$ cat src/rtl/fifo_pkg.sv
// Shared helpers for the FIFO slice: pointer arithmetic for arbitrary
// (non power-of-two) depths.
package fifo_pkg;

  // Advance an index by one, wrapping from depth-1 back to 0 by explicit compare.
  function automatic int unsigned wrap_inc(input int unsigned idx, input int unsigned depth);
    if (idx == depth - 32'd1) begin
      return 32'd0;
    end else begin
      return idx + 32'd1;
    end
  endfunction

endpackage

$ cat src/rtl/fifo_mem.sv
// Plain DEPTH x WIDTH storage array: one synchronous write port and one
// asynchronous read port. Contents are intentionally not reset.
module fifo_mem #(
  parameter int WIDTH = 32,
  parameter int DEPTH = 3,
  parameter int PTR_W = 2
) (
  input  logic             clk,
  input  logic             we,
  input  logic [PTR_W-1:0] waddr,
  input  logic [WIDTH-1:0] wdata,
  input  logic [PTR_W-1:0] raddr,
  output logic [WIDTH-1:0] rdata
);

  logic [WIDTH-1:0] mem_r [DEPTH];

  // Storage write port.
  always_ff @(posedge clk) begin
    if (we) begin
      mem_r[waddr] <= wdata;
    end
  end

  // Asynchronous read port.
  always_comb begin
    rdata = mem_r[raddr];
  end

endmodule

$ cat src/rtl/fifo.sv
// Single-clock first-word-fall-through FIFO with push/pop handshake and
// full/empty status derived from the occupancy count.
module fifo
  import fifo_pkg::*;
#(
  parameter int WIDTH = 32,
  parameter int DEPTH = 3
) (
  input  logic             clk,
  input  logic             reset,
  input  logic             w_valid,
  input  logic             r_ready,
  input  logic [WIDTH-1:0] data_in,
  output logic [WIDTH-1:0] data_out,
  output logic             fifo_full,
  output logic             fifo_empty
);

  localparam int PTR_W = (DEPTH > 1) ? $clog2(DEPTH) : 1;
  localparam int CNT_W = $clog2(DEPTH + 1);
  localparam logic [CNT_W-1:0] FULL_CNT = CNT_W'(DEPTH);

  logic [PTR_W-1:0] rd_ptr_r;
  logic [PTR_W-1:0] wr_ptr_r;
  logic [CNT_W-1:0] count_r;
  logic             push_s;
  logic             pop_s;
  logic [WIDTH-1:0] head_s;

  // Handshake qualification on the pre-edge flags.
  always_comb begin
    fifo_full  = (count_r == FULL_CNT);
    fifo_empty = (count_r == {CNT_W{1'b0}});
    push_s     = w_valid & ~fifo_full;
    pop_s      = r_ready & ~fifo_empty;
  end

  // Pointer and occupancy state.
  always_ff @(posedge clk or negedge reset) begin
    if (!reset) begin
      rd_ptr_r <= {PTR_W{1'b0}};
      wr_ptr_r <= {PTR_W{1'b0}};
      count_r  <= {CNT_W{1'b0}};
    end else begin
      if (push_s) begin
        wr_ptr_r <= PTR_W'(wrap_inc(32'(wr_ptr_r), DEPTH));
      end
      if (pop_s) begin
        rd_ptr_r <= PTR_W'(rd_ptr_r == PTR_W'(DEPTH - 1) ? 32'd0 : 32'(rd_ptr_r) + 32'd1);
      end
      case ({push_s, pop_s})
        2'b10:   count_r <= count_r + {{(CNT_W-1){1'b0}}, 1'b1};
        2'b01:   count_r <= count_r - {{(CNT_W-1){1'b0}}, 1'b1};
        default: count_r <= count_r;
      endcase
    end
  end

  fifo_mem #(
    .WIDTH(WIDTH),
    .DEPTH(DEPTH),
    .PTR_W(PTR_W)
  ) u_mem (
    .clk  (clk),
    .we   (push_s),
    .waddr(wr_ptr_r),
    .wdata(data_in),
    .raddr(rd_ptr_r),
    .rdata(head_s)
  );

  // Head word is forced to zero while nothing is stored.
  always_comb begin
    if (fifo_empty) begin
      data_out = {WIDTH{1'b0}};
    end else begin
      data_out = head_s;
    end
  end

endmodule

$ cat config.mk
export PLATFORM = sky130hd
export DESIGN_NAME = fifo
export DESIGN_NICKNAME = d
export VERILOG_FILES = /design/src/rtl/fifo_pkg.sv /design/src/rtl/fifo_mem.sv /design/src/rtl/fifo.sv
export SDC_FILE = /design/constraint.sdc
export NUM_CORES = 1
export LEC_CHECK = 0
export BUFFER_PORTS_ARGS = -buffer_cell sky130_fd_sc_hd__buf_2
export CAP_MARGIN = 20
export CORE_MARGIN = 1.5
export CORE_UTILIZATION = 38
export CTS_BUF_LIST = sky130_fd_sc_hd__clkbuf_8 sky130_fd_sc_hd__clkbuf_16
export CTS_CLUSTER_DIAMETER = 30
export DETAILED_ROUTE_END_ITERATION = 10
export PLACE_DENSITY = 0.68
export SLEW_MARGIN = 20
export SYNTH_ARGS = -nofsm -noshare
export SYNTH_HDL_FRONTEND = slang
export SYNTH_HIERARCHICAL = 1
export SYNTH_SLANG_ARGS = --single-unit
export TNS_END_PERCENT = 5
$ cat constraint.sdc
create_clock -name clk -period 5.35 [get_ports clk]
set_input_delay 0 -clock clk [delete_from_list [all_inputs] [get_ports clk]]
set_output_delay 0 -clock clk [all_outputs]
set_load 0.01 [all_outputs]
==> flow_metrics.tcl <==
set metrics [dict create \
    cts_setup_buffers 0 \
    grt_setup_unrepaired "false" \
    die_area_sq_um 11600 \
    layout.nets 404 \
    clock_path_buffers 2 \
    fin_area_sq_um 5130 \
    synth_top_area_share_pct 69.5 \
    synth_edf_count 96 \
    setup_violations 0 \
    path_cells "mux2i_1 > o21ai_1 > nor2b_1 > buf_2" \
    tightest_slew_ns 1.06 \
    hold_path_class "in2async" \
    leakage_nw 1.93 \
    crit_buf_inv 1 \
    place_congestion 0.660 \
    ys_ff_latch 102 \
    r2r_slack_ns 3.34 \
    grt_pass1_wl_microns 11000 \
    first_pass_iters 4 \
    syn-instance-count 267 \
    die_y_microns 108 \
    numCtsBuffers 9 \
    dp_hpwl_microns 4240 \
    rows 37 \
    cap_violations 0 \
    r2r_cells 3 \
    syn_area_per_cell_sq_um 15.5 \
    vdd_drop_max_mv 0.423 \
    synth_common_cells "edfxtp_1 (96), nand2_1 (33), mux2i_1 (32)" \
    hold_viol 0 \
    fin_crit_sh_pct 40.7 \
    synth_area_leaders "edfxtp_1 (69%), mux2i_1 (7.7%), nor2b_1 (4.1%)" \
    drtIter0Drc 70 \
    pre_cts_slack_ns 3.33 \
    status "finished clean" \
    cp_slowest_stage_delay_ns 1.07 \
    crit_cells 4 \
    cp-start-kind "register" \
    synthArstFlopShare_pct 5.88 \
    yosysSeqAreaShare_pct 73.1 \
    num_vias 2359 \
    skew_ns 0.00464 \
    placed_cell_area_sq_um 4560 \
    path_delay_family "flip-flops" \
    synth_flop_cell "edfxtp_1" \
    r2r_start "count_r[0]" \
    stdcell_count 508 \
    clock.fmax_mhz 459 \
    port_buffers 69 \
    placed_cells 459 \
    grt_pass1_vias 2269 \
    synth_nets 304 \
    clkLatencyLatePin_ns 0.35 \
    die_width_microns 108 \
    ioPinCount 70 \
    syn2layout_area_growth_pct 23.7 \
    vias_per_cell 4.64 \
    htree_levels 3 \
    worstPathRequired_ns 5.35 \
    cts_root_buf "clkbuf_8" \
    wl_microns 7320 \
    powerDensity_nw_per_um2 525 \
    fin_ws_ns 3.17 \
    track_usage_pct 13.1 \
    period_needed_ns 2.18 \
    setup.worst_path.end_class "output port" \
    critical_path_class "reg2out" \
    clock_sinks 102 \
    yosys.cell_count.top_type "edfxtp_1" \
    netlist_area_sq_um 4150 \
    start_util_pct 39.7 \
    wire_per_inst_microns 14.4 \
    synth_area_leader_cell "edfxtp_1" \
    coreArea_sq_um 10500 \
    worst_ep_arrival_time_ns 2.18 \
    cts_tree "done" \
    crit_path_max_fanout 35 \
    diodes 0 \
    clk_pin_slew_ns 0.09 \
    ys_types 27 \
    final_antenna_net_count 0 \
    slew-limit-headroom_pct 29.4 \
    post_cts_resized 0 \
    drive_above_1_share_pct 26.1 \
    antenna_found_initial 0 \
    yosys_warnings 6 \
    reg2reg_to "u_mem/mem_r[1][9]" \
    tns_ns 0 \
    grt_max_degree 68 \
    num-fill-cells 944 \
    critPathSlowestCell "dfrtp_2" \
    drc 0 \
    whs_ns 0.00164 \
    slew_viol_final 0 \
    grt.overflow.total 0 \
]
worst max-delay path by stage:
stage,from,to,slack (ns)
finish,rd_ptr_r[0],data_out[28],3.17
global route,rd_ptr_r[0],data_out[9],2.99
CTS,rd_ptr_r[0],data_out[28],3.11
detailed placement,count_r[0],u_mem/mem_r[1][12],3.33
global placement,count_r[0],u_mem/mem_r[1][12],3.38
floorplan,count_r[0],u_mem/mem_r[0][0],1.66
power breakdown:
part           internal (mW)  switching [mW]
clock network          0.308           0.244
registers               1.06           0.189
logic                  0.435           0.458
cell families after synthesis:
family | count (synthesis) | share of synthesized area [%]
xor+xnor | 3 | 0.633
fa+ha+maj | 1 | 0.301
mux | 34 | 8.44
simple gates | 76 | 10.0
buf+inv | 16 | 3.05
flops | 102 | 73.1
compound gates | 35 | 4.49
flip-flops by register name, indices dropped and copies added (netlist names):
name         count
u_mem/mem_r     96
count_r          2
rd_ptr_r         2
wr_ptr_r         2
worst reg2reg max path: stages, from the launching register on:
cell     delay (ns)
dfrtp_1        0.46
and2_4         0.21
nor2b_4        0.17
and3b_2        0.78
routing by layer:
layer / wire [microns] / GRT usage [%] / vias to the layer above
met5: 0 / 0 / -
met4: 57 / 3.95 / 0
met3: 335 / 3.87 / 6
met2: 3690 / 22.5 / 56
met1: 3230 / 16.0 / 1129
li1: - / - / 1168
final cells by class:
cell class	instances	area, sq um	share of cell area (%)
Sequential cell	102	3040	59.2
Clock buffer	9	124	2.41
Clock inverter	7	111	2.17
Inverter	2	7.51	0.146
Tap cell	136	170	3.32
Multi-Input combinational cell	149	998	19.5
Timing Repair Buffer	103	683	13.3
stage by stage:
stage	util [%]	power [mW]
3_5_place_dp	43.6	2.16
4_1_cts	49.0	2.73
2_1_floorplan	-	1.88
5_1_grt	49.1	2.87
6_report	49.1	2.69
3_3_place_gp	43.6	2.13
cells in the final DEF, fill, tap and decap left out:
master | netlist | layout
buf_4 | 0 | 1
buf_2 | 8 | 69
nor3b_2 | 0 | 1
clkinv_2 | 0 | 1
edfxtp_1 | 96 | 96
nand2_1 | 33 | 33
dlygate4sd3_1 | 0 | 33
o21ai_2 | 2 | 2
mux2_4 | 2 | 2
nand2b_1 | 1 | 1
nor2_4 | 1 | 1
o21ai_0 | 4 | 4
o21ai_1 | 28 | 28
and2b_1 | 6 | 6
mux2i_1 | 32 | 32
ha_1 | 1 | 1
nor3_1 | 1 | 1
dfrtp_2 | 0 | 1
and3b_2 | 0 | 2
nor2b_1 | 27 | 27
a21o_2 | 1 | 1
inv_1 | 2 | 2
clkinv_1 | 0 | 2
dfrtp_4 | 0 | 1
bufinv_16 | 0 | 3
clkbuf_8 | 0 | 9
and2_4 | 1 | 1
xnor2_1 | 2 | 2
inv_6 | 0 | 1
xor2_1 | 1 | 1
dfrtp_1 | 6 | 4
nor2_1 | 2 | 2
nor2b_4 | 1 | 1
timing repair:
action | in CTS | in global routing
hold buffers | 33 | 0
endpoints found under the hold margin | 102 | 0
setup endpoints to repair | 0 | 0
Power figures use the tool's default switching activity.
